### config.mk
export PLATFORM = sky130hd
export DESIGN_NAME = display_page_arbiter_flat
export DESIGN_NICKNAME = d
export VERILOG_FILES = /design/src/rtl/display_page_arbiter_if.sv /design/src/rtl/display_page_arbiter.sv /design/src/flat_wrapper.sv
export SDC_FILE = /design/constraint.sdc
export NUM_CORES = 1
export LEC_CHECK = 0
export BUFFER_PORTS_ARGS = -buffer_cell sky130_fd_sc_hd__clkbuf_2
export CELL_PAD_IN_SITES_DETAIL_PLACEMENT = 1
export CELL_PAD_IN_SITES_GLOBAL_PLACEMENT = 2
export CORE_MARGIN = 4
export CORE_UTILIZATION = 32
export DETAILED_ROUTE_END_ITERATION = 8
export PLACE_DENSITY = 0.87
export SETUP_SLACK_MARGIN = 0.2
export SLEW_MARGIN = 20
export SYNTH_ARGS = -nofsm -noshare
export SYNTH_HDL_FRONTEND = slang
export SYNTH_SLANG_ARGS = --single-unit
### constraint.sdc
create_clock -name clk -period 16.92 [get_ports clk]
set_input_delay 0.846 -clock clk [delete_from_list [all_inputs] [get_ports clk]]
set_output_delay 0.846 -clock clk [all_outputs]
set_load 0.005 [all_outputs]
### src/rtl/display_page_arbiter_if.sv
// Requester/display bus for display_page_arbiter: page handshake, freeze, and the displayed page.
interface display_page_arbiter_if #(
  parameter int unsigned NUM_REQ    = 4,
  parameter int unsigned DIGIT_BITS = 4,
  parameter int unsigned NUM_DIGITS = 4,
  parameter int unsigned REQ_BITS   = 2
);
  logic [NUM_REQ-1:0]                                req_valid;
  logic [NUM_REQ-1:0][NUM_DIGITS-1:0][DIGIT_BITS-1:0] req_data;
  logic [NUM_REQ-1:0]                                req_ready;
  logic                                              freeze;
  logic [NUM_DIGITS-1:0][DIGIT_BITS-1:0]             data_out;
  logic [REQ_BITS-1:0]                               owner_out;
  logic                                              page_valid;

  modport master (
    output req_valid, req_data, freeze,
    input  req_ready, data_out, owner_out, page_valid
  );

  modport slave (
    input  req_valid, req_data, freeze,
    output req_ready, data_out, owner_out, page_valid
  );
endinterface

### src/rtl/display_page_arbiter.sv
// Round-robin arbiter sharing one seven-segment display between page requesters,
// holding each accepted page for at least DWELL_CYCLES cycles.
module display_page_arbiter #(
  parameter int unsigned           NUM_REQ      = 4,
  parameter int unsigned           DIGIT_BITS   = 4,
  parameter int unsigned           NUM_DIGITS   = 4,
  parameter int unsigned           DWELL_CYCLES = 100_000_000,
  parameter int unsigned           DWELL_BITS   = 27,
  parameter logic [DIGIT_BITS-1:0] IDLE_CODE    = 'hA,
  parameter int unsigned           REQ_BITS     = 2
) (
  input logic                    clk,
  input logic                    rst,
  display_page_arbiter_if.slave  bus
);

  typedef enum logic {S_IDLE, S_SHOW} state_t;

  state_t                                r_state;
  state_t                                w_state_nxt;
  logic [DWELL_BITS-1:0]                 r_cnt;
  logic [DWELL_BITS-1:0]                 w_cnt_nxt;
  logic [REQ_BITS-1:0]                   r_rr_ptr;
  logic [NUM_DIGITS-1:0][DIGIT_BITS-1:0] r_data;
  logic [REQ_BITS-1:0]                   r_owner;
  logic                                  r_page_valid;

  logic                                  w_open;
  logic                                  w_xfer;
  logic [REQ_BITS-1:0]                   w_win;
  logic [NUM_REQ-1:0]                    w_ready;
  int unsigned                           w_ptr;
  int unsigned                           w_dist;
  int unsigned                           w_best;

  // Window is also gated by rst so no ready is offered while reset is held
  assign w_open = rst && !bus.freeze && ((r_state == S_IDLE) || (r_cnt == '0));
  assign w_ptr  = 32'(r_rr_ptr);

  // Winner is the valid requester at the smallest rotational distance past rr_ptr
  always_comb begin
    w_xfer = 1'b0;
    w_win  = '0;
    w_best = NUM_REQ;
    w_dist = 0;
    for (int unsigned i = 0; i < NUM_REQ; i++) begin
      w_dist = (i + 2 * NUM_REQ - 1 - w_ptr) % NUM_REQ;
      if (w_open && bus.req_valid[i] && (w_dist < w_best)) begin
        w_best = w_dist;
        w_win  = REQ_BITS'(i);
        w_xfer = 1'b1;
      end
    end
    w_ready = '0;
    if (w_xfer) begin
      w_ready[w_win] = 1'b1;
    end
  end

  always_ff @(posedge clk or negedge rst) begin
    if (!rst) begin
      r_state <= S_IDLE;
      r_cnt   <= '0;
    end else begin
      r_state <= w_state_nxt;
      r_cnt   <= w_cnt_nxt;
    end
  end

  always_comb begin
    w_state_nxt = r_state;
    w_cnt_nxt   = r_cnt;
    if (w_xfer) begin
      w_state_nxt = S_SHOW;
      w_cnt_nxt   = DWELL_BITS'(DWELL_CYCLES - 1);
    end else if (r_state == S_SHOW) begin
      if (r_cnt == '0) begin
        w_state_nxt = S_IDLE;
      end else begin
        w_cnt_nxt = r_cnt - 1'b1;
      end
    end
  end

  always_ff @(posedge clk or negedge rst) begin
    if (!rst) begin
      r_rr_ptr     <= REQ_BITS'(NUM_REQ - 1);
      r_data       <= {NUM_DIGITS{IDLE_CODE}};
      r_owner      <= '0;
      r_page_valid <= 1'b0;
    end else if (w_xfer) begin
      r_rr_ptr     <= w_win;
      r_data       <= bus.req_data[w_win];
      r_owner      <= w_win;
      r_page_valid <= 1'b1;
    end
  end

  assign bus.req_ready  = w_ready;
  assign bus.data_out   = r_data;
  assign bus.owner_out  = r_owner;
  assign bus.page_valid = r_page_valid;

endmodule

### src/flat_wrapper.sv
// flat-port wrapper written by rule: the top's interface ports become plain ports
module display_page_arbiter_flat 
#(
  parameter int unsigned           NUM_REQ      = 4,
  parameter int unsigned           DIGIT_BITS   = 4,
  parameter int unsigned           NUM_DIGITS   = 4,
  parameter int unsigned           DWELL_CYCLES = 100_000_000,
  parameter int unsigned           DWELL_BITS   = 27,
  parameter logic [DIGIT_BITS-1:0] IDLE_CODE    = 'hA,
  parameter int unsigned           REQ_BITS     = 2
)
  (clk, rst, bus_req_valid, bus_req_data, bus_freeze, bus_req_ready, bus_data_out, bus_owner_out, bus_page_valid);
  display_page_arbiter_if #(.NUM_REQ(NUM_REQ), .DIGIT_BITS(DIGIT_BITS), .NUM_DIGITS(NUM_DIGITS), .REQ_BITS(REQ_BITS)) bus_i ();
  input logic clk;
  input logic rst;
  input wire logic [$bits(bus_i.req_valid)-1:0] bus_req_valid;
  input wire logic [$bits(bus_i.req_data)-1:0] bus_req_data;
  input wire logic [$bits(bus_i.freeze)-1:0] bus_freeze;
  output wire logic [$bits(bus_i.req_ready)-1:0] bus_req_ready;
  output wire logic [$bits(bus_i.data_out)-1:0] bus_data_out;
  output wire logic [$bits(bus_i.owner_out)-1:0] bus_owner_out;
  output wire logic [$bits(bus_i.page_valid)-1:0] bus_page_valid;
  assign bus_i.req_valid = bus_req_valid;
  assign bus_i.req_data = bus_req_data;
  assign bus_i.freeze = bus_freeze;
  assign bus_req_ready = bus_i.req_ready;
  assign bus_data_out = bus_i.data_out;
  assign bus_owner_out = bus_i.owner_out;
  assign bus_page_valid = bus_i.page_valid;
  display_page_arbiter #(.NUM_REQ(NUM_REQ), .DIGIT_BITS(DIGIT_BITS), .NUM_DIGITS(NUM_DIGITS), .DWELL_CYCLES(DWELL_CYCLES), .DWELL_BITS(DWELL_BITS), .IDLE_CODE(IDLE_CODE), .REQ_BITS(REQ_BITS)) u_core (.clk(clk), .rst(rst), .bus(bus_i));
endmodule
==> Word-level counts from Yosys, hierarchy flattened <==
Cells that the tools add are included.
{ "word_totals": {"memories": 0, "romBits": 0, "mem_bits_rw": 0, "out_inout_bits": 23, "elab_cells": 59, "latchBits": 0, "ff_bits": 49, "input_bits": 71} }
{ "classes": {"shift": 0, "n_mul": 0, "bitwise_logic": 1, "n_eq_ne": 1, "order_cmp": 6, "div": 0, "n_addsub": 5, "reduce_logical": 16, "n_mux": 21} }
{ "ops": {"columns": ["op", "count"], "rows": [
  ["$mux 27", 3],
  ["$lt 2x32->1", 2],
  ["$mux 32", 2],
  ["$bmux 16 s2", 1],
  ["$logic_not 27->1", 1],
  ["$sub 27x1->27 const B", 1],
  ["$mux 16", 1],
  ["$logic_and 1x1->1", 11],
  ["$mux 1", 9],
  ["$lt 2x3->1 const B", 2],
  ["$mux 2", 2],
  ["$mux 4", 1],
  ["$sub 1x2->2 const A", 2],
  ["$sub 2x2->2 const A", 2],
  ["$lt 2x3->1", 1],
  ["$mux 3", 1],
  ["$demux 1 s2", 1],
  ["$ge 2x1->1 const B", 1],
  ["$ne 2x1->1 const B", 1],
  ["$reduce_and 2->1", 1],
  ["$reduce_bool 2->1", 1],
  ["$logic_not 1->1", 1],
  ["$logic_or 1x1->1", 1],
  ["$not 1->1", 1]
]} }

==> Longest topological paths before layout <==
Gate-level depths: netlist (run 1).
{ "depth": {"word_depth": 20, "depth_mapped": 29, "depth_no_buf": 26} }

==> Worst setup path after synthesis (run 1) <==
No wires, ideal clock.
{ "synth_path": {"kind": "reg-to-output", "from": "register u_core.r_cnt[16]", "to": "output port bus_req_ready[0]", "arrival_time_ns": 5.721, "path_stages_with_launch": 27, "required_time_ns": 16.074, "path_slack_ns": 10.353, "n_path_buf": 3, "path_cell_list": "dfrtp_1 -> nor4_4 -> nand4bb_2 -> o31a_1 -> buf_6 -> or4_4 -> ha_1 -> a21oi_1 -> o21ai_0 -> nor2_1 -> nand2_1 -> mux2_4 -> ha_1 -> nand2b_1 -> nor3_1 -> o21ai_1 -> nor3_2 -> buf_2 -> o21a_1 -> ha_1 -> nor2_1 -> o21ba_2 -> o21ai_0 -> a211o_1 -> clkbuf_1 -> nand2_1 -> a21oi_1"} }
{ "synth_between": {"elab_chain_len": 20, "elab_cells_between_ends": 30, "classes_between": "5 x order compare; 13 x mux; 12 x reduce/logical"} }
{ "synth_rtl": {"columns": ["element", "line", "rtl"], "rows": [
  ["from (decl)", "display_page_arbiter.sv:21", "logic [DWELL_BITS-1:0] r_cnt;"],
  ["from (signal assigned)", "display_page_arbiter.sv:66", "r_cnt <= w_cnt_nxt;"],
  ["$logic_not 27->1 *", "display_page_arbiter.sv:37", "assign w_open = rst && !bus.freeze && ((r_state == S_IDLE) || (r_cnt == '0));"],
  ["$logic_or 1x1->1 *", "display_page_arbiter.sv:37", null],
  ["$logic_and 1x1->1 *", "display_page_arbiter.sv:37", null],
  ["$logic_and 1x1->1 (2 in series)", "display_page_arbiter.sv:48", "if (w_open && bus.req_valid[i] && (w_dist < w_best)) begin"],
  ["$mux 3", "display_page_arbiter.sv:48", null],
  ["$lt 2x3->1", "display_page_arbiter.sv:48", null],
  ["$logic_and 1x1->1", "display_page_arbiter.sv:48", null],
  ["$mux 32", "display_page_arbiter.sv:48", null],
  ["[3 not listed]", null, null],
  ["$lt 2x32->1", "display_page_arbiter.sv:48", null],
  ["$logic_and 1x1->1", "display_page_arbiter.sv:48", null],
  ["$mux 2", "display_page_arbiter.sv:48", null],
  ["$lt 2x3->1 (not written as such) / $ge 2x1->1 (equally long branches)", "display_page_arbiter.sv:56", "w_ready[w_win] = 1'b1;"],
  ["$logic_and 1x1->1 (not written as such)", "display_page_arbiter.sv:56", null],
  ["$mux 1 (not written as such)", "display_page_arbiter.sv:56", null],
  ["$demux 1 s2", null, null],
  ["$mux 4 *", "display_page_arbiter.sv:55", "if (w_xfer) begin"],
  ["to (decl)", "flat_wrapper.sv:19", "output wire logic [$bits(bus_i.req_ready)-1:0] bus_req_ready;"]
]} }
Every way passes the cells marked *; elsewhere a longest branch is shown, timed or not.

==> Worst setup path after layout (run 1) <==
{ "layout_path": {"from": "register u_core.r_cnt[2]", "to": "output port bus_req_ready[0]"} }
Same word-level chain as after synthesis.

==> impl_metrics.csv, run 1 <==
group,metric,value,unit
synth,async_reset_ff_share,100,%
synth,syn_inst,322,
cts,cts_resized,0,
critical_path,setup.worst_path.end_class,"output pin",
critical_path,cp-start-kind,"flip-flop",
placement,dp_slack,9.02,ns
cts,cts_root_buffer,"clkbuf_8",
routing,drt-vias-per-instance,5.53,
timing,tightest_slew,1.08,ns
timing,relSlewSlack,28.3,%
grt,antenna_found_initial,0,
placement,port_buffers,93,
layout,final_nets,484,
synth,synth.area.top_cells,"dfrtp_1, dfstp_2, o21ai_0, o211a_1, nand3b_1",
critical_path,cp_data_required_time,16.07,ns
layout,antennaDiodeCount,0,
layout,drive_gt1_share,31.2,%
timing,tns,0,ns
outcome,status,"finished clean",
timing,setup_viol,0,
synth,synth_top_area_share,32.9,%
routing,totalWireLength,9270,um
grt,grt_max_degree,52,
power,p_per_area,66.1,nW/um^2
synth,post-synth-top-count-cell,"dfrtp_1",
placement,dpl.cell_count,510,
synth,synth_top_cells_by_count,"dfrtp_1, o21ai_0, nand2_1",
timing,rsz0062_at_grt,"no",
routing,drtAntennaViolNets,0,
grt,grt_pass1_wl,15300,um
synth,yosysTopAreaCell,"dfrtp_1",
cts,ctsHoldBuffers,0,
layout,fin_cells,518,
synth,ys_warn_count,0,
grt,grt_overflow,0,
synth,synth_edf_count,0,
timing,fin_skew,0.00882,ns
power,p_total,0.240,mW
critical_path,critPathKind,"flip-flop to output pin",
grt,track_usage,17.0,%
min_path,hp-start,"u_core.bus.page_valid",
critical_path,r2r_setup_slack,9.57,ns
critical_path,reg2regPathDepth,26,
power,ir_worst_vdd,0.0279,mV
synth,synth_nets,397,
power,leakage,1.59,nW
cts,cts_buffers,5,
cts,htree_levels,2,
layout,syn2layout_area_growth,22.6,%
floorplanning,row_count,34,
timing,fmax,124,MHz
timing,finalCriticalPeriod,8.08,ns
synth,synth_area,2970,um^2
critical_path,worst-endpoint-arrival,7.24,ns
routing,drc,0,
critical_path,r2r_start,"u_core.r_cnt[2]",
critical_path,timing.rr.end,"u_core.bus.data_out[14]",
floorplanning,core,8850,um^2
placement,dp_hpwl,6870,um
timing,worst_slack,8.84,ns
min_path,min_to,"u_core.bus.page_valid",
floorplanning,fp.dieW,104,um
cts,cts_tree,"built",
cts,path_clk_slew,0.10,ns
placement,placed_area,3520,um^2
min_path,whs_path_depth,1,
layout,final_cell_area,3640,um^2
routing,vias,2863,
floorplanning,die_area,10900,um^2
critical_path,crit_path_start,"u_core.r_cnt[2]",
routing,dr.first_iter.drc_count,120,
placement,globalplace.congestion,0.914,
timing,slew_viol_final,0,
cts,clock_path_buffers,2,
grt,first_global_vias,3049,
critical_path,path_max_fanout,17,
timing,hold_viol_final,0,
floorplanning,start_util,33.5,%
floorplanning,ios,94,
min_path,hold_class,"flip-flop to flip-flop",
synth,avgSynthCellArea,9.21,um^2
synth,seq_area_frac_synth,41.8,%
synth,ys_ff_latch,49,
synth,synthDistinctLibCells,53,
routing,routedWlPerCell,17.9,um
synth,synth_flop_cell,"dfrtp_1",
timing,min_period_over_period,47.8,%
floorplanning,fp.dieH,104,um
routing,drt_first_pass_iters,4,
run,cap_violations,0,
cts,cts.sinks,49,
cts,cts_setup_buffers,0,
cts,insertion_delay,0.31,ns
-- routing by layer --
| metal | wire length, um | global-route usage, % |
|---|---|---|
| met5 | 0 | 0 |
| met4 | 163 | 5.03 |
| met3 | 332 | 3.10 |
| met2 | 4680 | 30.0 |
| met1 | 4100 | 20.9 |
-- sequential cells by signal, indices dropped and copies added, names as in the netlist --
name / cells
u_core.bus.data_out: 16
u_core.bus.owner_out: 2
u_core.bus.page_valid: 1
u_core.r_cnt: 27
u_core.r_rr_ptr: 2
u_core.r_state: 1
-- critical path, stage by stage, from the launching register on --
cell,delay (ns)
dfrtp_1,0.46
nor4_2,0.45
nand3_1,0.25
o31a_1,0.43
or4_4,0.53
ha_1,0.31
a21oi_1,0.12
o21ai_0,0.09
nor2_1,0.12
buf_4,0.23
nand2_1,0.20
mux2_4,0.36
ha_1,0.19
nand2b_1,0.15
nor3_1,0.23
o21ai_1,0.10
buf_4,0.20
nor3_2,0.73
o21a_1,0.20
ha_1,0.23
nor2_1,0.08
o21ba_2,0.19
o21ai_0,0.17
a211o_1,0.46
nand2_1,0.13
a21oi_1,0.17
clkbuf_2,0.14
-- per-stage QoR --
stage,hold slack (ns),utilization (%)
2_1_floorplan,0.459,-
3_3_place_gp,0.454,39.7
3_5_place_dp,0.464,39.7
4_1_cts,0.491,41.1
5_1_grt,0.505,41.1
6_report,0.492,41.1
-- cells in the final DEF (no fill, tap or decap), drive strengths merged, types with 2 or more instances in the layout --
| cell | n |
|---|---|
| a211oi | 13 |
| a21o | 2 |
| a21oi | 9 |
| a22oi | 3 |
| a31oi | 15 |
| and3 | 3 |
| buf | 5 |
| clkbuf | 99 |
| dfrtp | 39 |
| dfstp | 10 |
| ha | 4 |
| inv | 12 |
| nand2 | 24 |
| nand2b | 5 |
| nand3 | 14 |
| nand3b | 14 |
| nor2 | 18 |
| nor2b | 2 |
| nor3 | 7 |
| nor4 | 8 |
| o211a | 13 |
| o211ai | 5 |
| o21a | 2 |
| o21ai | 40 |
| o221ai | 3 |
| o31ai | 2 |
| or3 | 5 |
| or4 | 3 |
| xnor2 | 12 |
| xor2 | 3 |
-- kinds of logic after synthesis --
kind of cell	share of synthesized area, %
muxes	0.506
xor gates and xnor gates	4.43
and+or+nand+nor	21.6
AOI/OAI and AO/OA	25.6
DFF	41.8
adders and majority gates	1.69
buffers and inverters	4.47
-- report_power, final --
part           switching [mW]  internal [mW]
sequential            0.00289          0.121
combinational          0.0133         0.0133
clock                  0.0412         0.0481
total                  0.0574          0.183
-- how the worst max path moves through the flow --
stage                       end  depth (start not counted)
3_5_place_dp   bus_req_ready[0]                         26
4_1_cts        bus_req_ready[0]                         26
5_1_grt        bus_req_ready[0]                         26
2_1_floorplan  bus_req_ready[0]                         26
3_3_place_gp   bus_req_ready[0]                         26
6_report       bus_req_ready[0]                         26
-- final cells by class --
| cell class | count | area, um^2 |
|---|---|---|
| Fill cell | 1100 | 5210 |
| Multi-Input combinational cell | 243 | 1590 |
| Sequential cell | 49 | 1240 |
| Timing Repair Buffer | 98 | 503 |
| Tap cell | 108 | 135 |
| Clock buffer | 6 | 82.6 |
| Inverter | 12 | 45.0 |
| Clock inverter | 2 | 37.5 |
(Power assumes the default switching activity.)
==> inputs of run 2 (changes only) <==
--- a/config.mk
+++ b/config.mk
@@ -9,9 +9,9 @@
 export CELL_PAD_IN_SITES_DETAIL_PLACEMENT = 1
 export CELL_PAD_IN_SITES_GLOBAL_PLACEMENT = 2
 export CORE_MARGIN = 4
-export CORE_UTILIZATION = 32
+export CORE_UTILIZATION = 30
 export DETAILED_ROUTE_END_ITERATION = 8
-export PLACE_DENSITY = 0.87
+export PLACE_DENSITY = 0.82
 export SETUP_SLACK_MARGIN = 0.2
 export SLEW_MARGIN = 20
 export SYNTH_ARGS = -nofsm -noshare
==> constraint.sdc (replaced) <==
create_clock -name clk -period 7.9 [get_ports clk]
set_input_delay 0.395 -clock clk [delete_from_list [all_inputs] [get_ports clk]]
set_output_delay 0.395 -clock clk [all_outputs]
set_load 0.005 [all_outputs]
==> impl_metrics.csv, run 2 (synthesis results as in run 1) <==
group,metric,value,unit
grt,track_usage,17.1,%
cts,cts_resized,0,
power,ir_worst_vdd,0.0568,mV
floorplanning,fp.dieW,107,um
timing,setup_viol,0,
power,p_per_area,138,nW/um^2
power,leakage,1.60,nW
grt,grt_overflow,0,
timing,min_period_over_period,89.2,%
placement,port_buffers,93,
routing,drt-vias-per-instance,5.26,
critical_path,reg2regPathDepth,25,
timing,fmax,142,MHz
critical_path,worst-endpoint-arrival,6.65,ns
cts,clock_path_buffers,2,
critical_path,r2r_setup_slack,1.25,ns
timing,tns,0,ns
run,cap_violations,0,
cts,cts_buffers,5,
grt,antenna_found_initial,0,
placement,dp_hpwl,7250,um
cts,path_clk_slew,0.10,ns
floorplanning,start_util,30.6,%
critical_path,cp-endpoint,"bus_req_ready[0]",
floorplanning,core,9680,um^2
critical_path,critPathKind,"flip-flop to output pin",
critical_path,timing.rr.end,"u_core.bus.data_out[8]",
critical_path,r2r_start,"u_core.r_cnt[16]",
layout,drive_gt1_share,31.1,%
cts,htree_levels,2,
min_path,hold_class,"input port to asynchronous set/reset pin",
critical_path,crit_path_start,"u_core.r_cnt[16]",
layout,final.fill_count,1178,
critical_path,path_max_fanout,17,
timing,worst_slack,0.851,ns
cts,cts_tree,"built",
routing,drc,0,
placement,dp_slack,1.23,ns
floorplanning,fp.dieH,107,um
timing,finalCriticalPeriod,7.05,ns
critical_path,cp_data_required_time,7.51,ns
placement,globalplace.congestion,0.938,
grt,grt_max_degree,51,
routing,drtAntennaViolNets,0,
cts,cts_root_buffer,"clkbuf_8",
layout,final_nets,485,
floorplanning,die_area,11500,um^2
layout,layout_common_cells,"clkbuf_2, dfrtp_1, o21ai_0",
grt,grt_pass1_wl,15700,um
layout,antennaDiodeCount,0,
routing,vias,2859,
grt,first_global_vias,3097,
critical_path,setup.worst_path.end_class,"output pin",
layout,largest_reg_flops,27,
timing,rsz0062_at_grt,"no",
cts,cts_setup_buffers,0,
routing,dr.first_iter.drc_count,73,
timing,hold_viol_final,0,
routing,routedWlPerCell,17.9,um
floorplanning,row_count,36,
floorplanning,ios,94,
routing,drt_first_pass_iters,4,
timing,relSlewSlack,28.3,%
layout,syn2layout_area_growth,23.8,%
outcome,status,"finished clean",
layout,final_common_cell,"clkbuf_2",
cts,insertion_delay,0.31,ns
cts,cts.sinks,49,
timing,slew_viol_final,0,
routing,totalWireLength,9720,um
cts,ctsHoldBuffers,0,
layout,top_register,"u_core.r_cnt",
timing,tightest_slew,1.08,ns
critical_path,cp-start-kind,"flip-flop",
timing,fin_skew,0.0115,ns
timing,hold_slack,0.280,ns
==> run 2: area by class of cell <==
class                      instances  area (um^2)  area share, %
timing repair buffer              99          510           13.9
multi-input combinational        243         1600           43.7
inverter                          12         45.0           1.23
tap                              133          166           4.53
clock inverter                     2         35.0          0.954
clock buffer                       6         72.6           1.98
sequential                        49         1240           33.7
==> run 2: worst min-delay path by stage <==
stage	slack [ns]	endpoint	depth (start not counted)
2_1_floorplan	0.1	u_core.bus.data_out[0]	0
3_3_place_gp	0.45	u_core.bus.page_valid	1
3_5_place_dp	0.46	u_core.bus.page_valid	1
4_1_cts	0.30	u_core.bus.data_out[1]	3
5_1_grt	0.30	u_core.bus.data_out[1]	3
6_report	0.28	u_core.r_cnt[18]	2
==> run 2: power breakdown <==
group	total [mW]	switching, mW	internal, mW
combinational	0.0576	0.0292	0.0284
clock	0.181	0.0870	0.0941
sequential	0.266	0.00608	0.260
==> run 2: per-stage QoR <==
| step | instances | utilization [%] | total power [mW] | area (um^2) |
|---|---|---|---|---|
| floorplan | 322 | - | 0.292 | 2970 |
| global placement | 536 | 36.8 | 0.328 | 3560 |
| detailed placement | 536 | 36.8 | 0.329 | 3560 |
| CTS | 544 | 37.9 | 0.513 | 3670 |
| global route | 544 | 37.9 | 0.531 | 3670 |
| finish | 544 | 37.9 | 0.505 | 3670 |
==> run 2: per-layer routing <==
layer / vias to the layer above / track usage [%] / share of wire, %
met4: 0 / 3.61 / 1.1
met2: 49 / 30.8 / 51
met3: 9 / 2.76 / 3.9
met5: - / 0 / 0
met1: 1429 / 21.5 / 44
li1: 1372 / - / -
==> run 2: worst max-delay path, cell delays in order, from the launching register on <==
cell       delay, ns
dfrtp_1         0.47
nor4_4          0.47
nand4bb_2       0.22
o31a_1          0.45
or4_4           0.53
ha_1            0.31
a21oi_1         0.12
o21ai_0         0.08
nor2_1          0.14
nand2_1         0.18
mux2_4          0.35
ha_1            0.20
nand2b_1        0.16
nor3_1          0.22
o21ai_1         0.15
nor3_2          0.27
buf_4           0.26
o21a_1          0.13
ha_1            0.23
nor2_1          0.09
o21ba_2         0.19
o21ai_0         0.16
a211o_1         0.49
nand2_1         0.14
a21oi_1         0.17
clkbuf_2        0.16
